**src/rtl/control_sequencer_if.sv**
```systemverilog
//------------------------------------------------------------------------------
// control_sequencer_if : control-word fields in, sequencer state/flags out.
// Rev 1.0
//------------------------------------------------------------------------------
`default_nettype none

interface control_sequencer_if #(
  parameter int SW = 8
);
  logic [SW-1:0] enc_state;
  logic [SW-1:0] cr_addr;
  logic [2:0]    ns_sel;
  logic          cond_pass;
  logic          cond_in;
  logic          cond_inv;
  logic          moc;
  logic [SW-1:0] state;
  logic [SW-1:0] ret_state;
  logic          stall;
  logic          undef;
  logic          abort;

  modport master (
    output enc_state, cr_addr, ns_sel, cond_pass, cond_in, cond_inv, moc,
    input  state, ret_state, stall, undef, abort
  );

  modport slave (
    input  enc_state, cr_addr, ns_sel, cond_pass, cond_in, cond_inv, moc,
    output state, ret_state, stall, undef, abort
  );
endinterface

`default_nettype wire

```
**src/rtl/control_sequencer.sv**
```systemverilog
//------------------------------------------------------------------------------
// control_sequencer : microprogram next-state sequencer with MOC wait/timeout,
// conditional skip, undefined-opcode trap and one-deep call/return.
// Rev 1.0
//------------------------------------------------------------------------------
`default_nettype none

module control_sequencer #(
  parameter int SW          = 8,
  parameter int RESET_STATE = 0,
  parameter int FETCH_STATE = 1,
  parameter int UNDEF_STATE = 2,
  parameter int ABORT_STATE = 3,
  parameter int MOC_TIMEOUT = 15
) (
  input  wire logic          clk,
  input  wire logic          reset,
  control_sequencer_if.slave bus
);

  localparam logic [SW-1:0] c_reset_state = SW'(RESET_STATE);
  localparam logic [SW-1:0] c_fetch_state = SW'(FETCH_STATE);
  localparam logic [SW-1:0] c_undef_state = SW'(UNDEF_STATE);
  localparam logic [SW-1:0] c_abort_state = SW'(ABORT_STATE);
  localparam logic [7:0]    c_moc_timeout = 8'(MOC_TIMEOUT);

  localparam logic [2:0] c_ns_decode  = 3'd0;
  localparam logic [2:0] c_ns_inc     = 3'd1;
  localparam logic [2:0] c_ns_jump    = 3'd2;
  localparam logic [2:0] c_ns_waitmoc = 3'd3;
  localparam logic [2:0] c_ns_cjump   = 3'd4;
  localparam logic [2:0] c_ns_call    = 3'd5;
  localparam logic [2:0] c_ns_return  = 3'd6;
  localparam logic [2:0] c_ns_refetch = 3'd7;

  logic [SW-1:0] state_q, state_d;
  logic [SW-1:0] ret_q, ret_d;
  logic [7:0]    wait_q, wait_d;
  logic          undef_q, undef_d;
  logic          abort_q, abort_d;
  logic          stall_w;
  logic [SW-1:0] inc_w;

  assign inc_w = state_q + SW'(1);

  always_comb begin
    state_d = state_q;
    ret_d   = ret_q;
    wait_d  = '0;
    undef_d = 1'b0;
    abort_d = 1'b0;
    stall_w = 1'b0;
    case (bus.ns_sel)
      c_ns_decode: begin
        // A failed condition skips the instruction before the opcode is judged.
        if (!bus.cond_pass) begin
          state_d = c_fetch_state;
        end else if (bus.enc_state == '0) begin
          state_d = c_undef_state;
          undef_d = 1'b1;
        end else begin
          state_d = bus.enc_state;
        end
      end
      c_ns_inc:  state_d = inc_w;
      c_ns_jump: state_d = bus.cr_addr;
      c_ns_waitmoc: begin
        if (bus.moc) begin
          state_d = inc_w;
        end else if (wait_q < c_moc_timeout) begin
          stall_w = 1'b1;
          wait_d  = wait_q + 8'd1;
        end else begin
          state_d = c_abort_state;
          abort_d = 1'b1;
        end
      end
      c_ns_cjump:   state_d = (bus.cond_in ^ bus.cond_inv) ? bus.cr_addr : inc_w;
      c_ns_call: begin
        ret_d   = inc_w;
        state_d = bus.cr_addr;
      end
      c_ns_return:  state_d = ret_q;
      c_ns_refetch: state_d = c_fetch_state;
      default:      state_d = state_q;
    endcase
  end

  always_ff @(posedge clk or negedge reset) begin
    if (!reset) begin
      state_q <= c_reset_state;
      ret_q   <= '0;
      wait_q  <= '0;
      undef_q <= 1'b0;
      abort_q <= 1'b0;
    end else begin
      state_q <= state_d;
      ret_q   <= ret_d;
      wait_q  <= wait_d;
      undef_q <= undef_d;
      abort_q <= abort_d;
    end
  end

  assign bus.state     = state_q;
  assign bus.ret_state = ret_q;
  assign bus.stall     = stall_w;
  assign bus.undef     = undef_q;
  assign bus.abort     = abort_q;

endmodule

`default_nettype wire

```
**src/flat_wrapper.sv**
```systemverilog
// flat-port wrapper written by rule: the top's interface ports become plain ports
module control_sequencer_flat 
#(
  parameter int SW          = 8,
  parameter int RESET_STATE = 0,
  parameter int FETCH_STATE = 1,
  parameter int UNDEF_STATE = 2,
  parameter int ABORT_STATE = 3,
  parameter int MOC_TIMEOUT = 15
)
  (clk, reset, bus_enc_state, bus_cr_addr, bus_ns_sel, bus_cond_pass, bus_cond_in, bus_cond_inv, bus_moc, bus_state, bus_ret_state, bus_stall, bus_undef, bus_abort);
  control_sequencer_if #(.SW(SW)) bus_i ();
  input  wire logic clk;
  input  wire logic reset;
  input wire logic [$bits(bus_i.enc_state)-1:0] bus_enc_state;
  input wire logic [$bits(bus_i.cr_addr)-1:0] bus_cr_addr;
  input wire logic [$bits(bus_i.ns_sel)-1:0] bus_ns_sel;
  input wire logic [$bits(bus_i.cond_pass)-1:0] bus_cond_pass;
  input wire logic [$bits(bus_i.cond_in)-1:0] bus_cond_in;
  input wire logic [$bits(bus_i.cond_inv)-1:0] bus_cond_inv;
  input wire logic [$bits(bus_i.moc)-1:0] bus_moc;
  output wire logic [$bits(bus_i.state)-1:0] bus_state;
  output wire logic [$bits(bus_i.ret_state)-1:0] bus_ret_state;
  output wire logic [$bits(bus_i.stall)-1:0] bus_stall;
  output wire logic [$bits(bus_i.undef)-1:0] bus_undef;
  output wire logic [$bits(bus_i.abort)-1:0] bus_abort;
  assign bus_i.enc_state = bus_enc_state;
  assign bus_i.cr_addr = bus_cr_addr;
  assign bus_i.ns_sel = bus_ns_sel;
  assign bus_i.cond_pass = bus_cond_pass;
  assign bus_i.cond_in = bus_cond_in;
  assign bus_i.cond_inv = bus_cond_inv;
  assign bus_i.moc = bus_moc;
  assign bus_state = bus_i.state;
  assign bus_ret_state = bus_i.ret_state;
  assign bus_stall = bus_i.stall;
  assign bus_undef = bus_i.undef;
  assign bus_abort = bus_i.abort;
  control_sequencer #(.SW(SW), .RESET_STATE(RESET_STATE), .FETCH_STATE(FETCH_STATE), .UNDEF_STATE(UNDEF_STATE), .ABORT_STATE(ABORT_STATE), .MOC_TIMEOUT(MOC_TIMEOUT)) u_core (.clk(clk), .reset(reset), .bus(bus_i));
endmodule
```
**config.mk**
```make
export PLATFORM = sky130hd
export DESIGN_NAME = control_sequencer_flat
export DESIGN_NICKNAME = d
export VERILOG_FILES = /design/src/rtl/control_sequencer_if.sv /design/src/rtl/control_sequencer.sv /design/src/flat_wrapper.sv
export SDC_FILE = /design/constraint.sdc
export NUM_CORES = 1
export LEC_CHECK = 0
export BUFFER_PORTS_ARGS = -buffer_cell sky130_fd_sc_hd__buf_2
export CORE_ASPECT_RATIO = 1.1
export CORE_UTILIZATION = 40
export CTS_CLUSTER_DIAMETER = 150
export DETAILED_ROUTE_END_ITERATION = 8
export GPL_ROUTABILITY_DRIVEN = 0
export SLEW_MARGIN = 20
export SYNTH_ARGS = -nofsm -noshare
export SYNTH_HDL_FRONTEND = slang
export SYNTH_SLANG_ARGS = --single-unit
```
**constraint.sdc**
```tcl
create_clock -name clk -period 3.2 [get_ports clk]
set_input_delay 0.32 -clock clk [delete_from_list [all_inputs] [get_ports clk]]
set_output_delay 0.32 -clock clk [all_outputs]
set_load 0.005 [all_outputs]
```
==> results.yml <==
run_status:
  outcome: "completed"
timing:
  hold_viol_final: 0
  slew_headroom_pct: 61.60
  fmax_ghz: 0.4600
  fin_worst_skew_ns: 0.0006741
  setup_viol: 0
  slew_violations: 0
  whs_ns: 0.2428
  min_period_ns: 2.174
  grt_setup_unrepaired: "no"
  fin_tns_setup_ns: 0
  max_slew.worst_pin.slew_ns: 0.5743
  fin_crit_sh_pct: 67.93
pwr:
  p_comb_share_pct: 25.3
  p_leak_nw: 0.8124
  power_density_nw_per_um2: 421.3
  power.share.sequential_pct: 56.5
  power.internal_mw: 0.5062
  switching_power_mw: 0.2271
  pwr-share-clk_pct: 18.2
  switching_share_pct: 30.97
  irDropWorstVdd_mv: 0.2324
yosys:
  netlist_instances: 150
  synthTopCellsByCount: "26 x dfrtp_1, 13 x nand2_1, 13 x o21ai_0"
  synth_largest_area_cell: "dfrtp_1"
  synth_edf_count: 0
  netlist_top_cells_area: "dfrtp_1 44%, o21ai_0 4.4%, nand2_1 3.3%, a32oi_1 3.0%, xnor2_1 3.0%"
  ys.warnings.count: 0
  ys.flop_type: "dfrtp_1"
  synth.distinct_cells: 44
  yosysTopAreaCellShare_pct: 44.44
  synth_area_um2: 1464
  yosysMostFrequentCell: "dfrtp_1"
  synth-seq-cells: 26
  synth_seq_area_share_pct: 44.44
  ys_async_sr_fraction_pct: 100.0
  avgSynthCellArea_um2: 9.759
detailed_routing:
  route.met3.wl_um: 172
  first_pass_iters: 4
  highest_layer: "met4"
  drc: 0
  routed_wl_mm: 3.540
  wire_per_inst_um: 14.75
  drtIter0Drc: 68
  via_count: 1331
  dr_wl_met2_mm: 1.750
  viasPerCell: 5.546
  drt-met1-wl_mm: 1.566
  antenna_left: 0
critical_path:
  cp.required_ns: 2.88
  crit_chain: "or4_4, a311o_4, inv_1, buf_2"
  r2r_slack_ns: 1.46
  reg2reg_depth: 4
  r2r_start: "u_core.wait_q[4]"
  reg2reg_to: "u_core.bus.state[0]"
  cp-end-kind: "primary output"
  slowest_delay_ns: 0.54
  crit_start: "u_core.wait_q[4]"
  arrival_ns: 1.85
  critical_path_class: "flip-flop to primary output"
  cp_max_fo: 16
  crit_path_start_kind: "flip-flop"
  critPathSlowestCell: "or4_4"
layout:
  fin_cells: 240
  fin_nets: 221
  antennaDiodeCount: 0
  drive_gt1_share_pct: 27.08
  fillers: 356
  area_growth_pct: 18.89
cts:
  cts-root-buf: "clkbuf_4"
  ctsHtreeMaxLevel: 1
  cts_made_buffers: 3
  cts_sinks: 26
  clkTransAtPathRegs_ns: 0.13
  hold_buffers: 1
  cts_buffer_depth: 2
  cts_tree: "yes"
  cts_resized: 0
  post-cts-setup-buffers: 0
  clk_latency_ns: 0.31
floorplan:
  io-pin-count: 44
  die_area_um2: 3906
  core-area_um2: 3413
  start_util_pct: 42.89
  rows: 22
  die_w_um: 59.68
  die_h_um: 65.45
job:
  max-cap-violations: 0
global_routing:
  antenna_found_initial: 0
  grt_pass1_wl_mm: 5.802
  grt_usage_pct: 19.89
  grt_pass1_vias: 1270
  grt_overflow_total: 0
  grt_max_degree: 27
hold_path:
  min_to: "u_core.bus.state[2]"
  hold_path_depth: 2
  hold_start: "bus_cr_addr[2]"
  hold_path_class: "input port to flip-flop"
place:
  io_buffers: 43
  dp_cells: 236
  dp_hpwl_mm: 2.744
## power groups by stage
stage                     Clock (mW)  Sequential, mW  Combinational, mW
final                          0.133           0.414              0.186
after global routing           0.147           0.421              0.210
after global placement             0           0.421              0.184
after floorplan                    0           0.415              0.100
after detailed placement           0           0.421              0.186
after CTS                      0.138           0.414              0.188
## worst max-delay path by stage
| stage | cells past startpoint | endpoint |
|---|---|---|
| after detailed placement | 5 | u_core.bus.state[6] |
| final | 4 | bus_stall |
| after CTS | 4 | bus_stall |
| after global placement | 5 | u_core.bus.state[6] |
| after floorplan | 4 | u_core.bus.state[1] |
| after global routing | 4 | bus_stall |
## routing by layer
metal / vias to the layer above / track usage (%)
met5: - / 0
met4: 0 / 6.977
met3: 5 / 2.756
met2: 44 / 34.31
met1: 637 / 24.91
li1: 645 / -
## kinds of logic (layout without fill, tap and decap cells)
group                      Yosys count  in the layout  share of synthesized area (%)
other                                1              4                         0.2562
buffers and inverters               12             51                          3.931
adders and majority gates            2              2                          1.709
muxes                                1              1                         0.7692
xor gates and xnor gates             8              8                          4.787
AOI/OAI and AO/OA                   48             48                          24.02
and+or+nand+nor                     52             52                          20.09
DFF                                 26             26                          44.44
## registers in the layout, summed over array words and instances, names as in the netlist
register and flops:
u_core.bus.ret_state 8, u_core.bus.state 8, u_core.wait_q 8, u_core.bus.abort 1, u_core.bus.undef 1
## metrics by stage
step	power [mW]	instance area (um2)	util (%)	setup slack, ns
after floorplan	0.5154	1475	-	1.543
after global placement	0.6048	1708	50.04	1.117
after detailed placement	0.6070	1708	50.04	1.021
after CTS	0.7395	1740	50.99	1.013
after global routing	0.7772	1740	50.99	0.9737
final	0.7332	1740	50.99	1.026
## cell usage in the layout (no fill, tap or decap), drive strengths merged, types with 4 or more instances in the layout
| cell | netlist | routed |
|---|---|---|
| dfrtp | 26 | 26 |
| nand3 | 6 | 6 |
| a21oi | 8 | 8 |
| inv | 4 | 4 |
| o21ai | 13 | 13 |
| conb | 1 | 4 |
| a32oi | 6 | 6 |
| xnor2 | 5 | 5 |
| nand2 | 13 | 13 |
| a21o | 4 | 4 |
| nand2b | 4 | 4 |
| buf | 5 | 43 |
| nor2 | 8 | 8 |
## worst max-delay path: cells and delay by family (launching register included)
family	cells	cell delay [ns]
AO/OA/AOI/OAI	1	0.43
buffers and inverters	2	0.20
AND/OR/NAND/NOR	1	0.54
flip-flops	1	0.38
## cell type report
type	count	area [um2]	share of cell area, %
Clock buffer	3	22.52	1.294
Inverter	4	15.01	0.8627
Multi-Input combinational cell	115	767.0	44.07
Sequential cell	26	650.6	37.38
Tap cell	48	60.06	3.451
Timing Repair Buffer	44	225.2	12.94
Power figures use the tool's default switching activity.
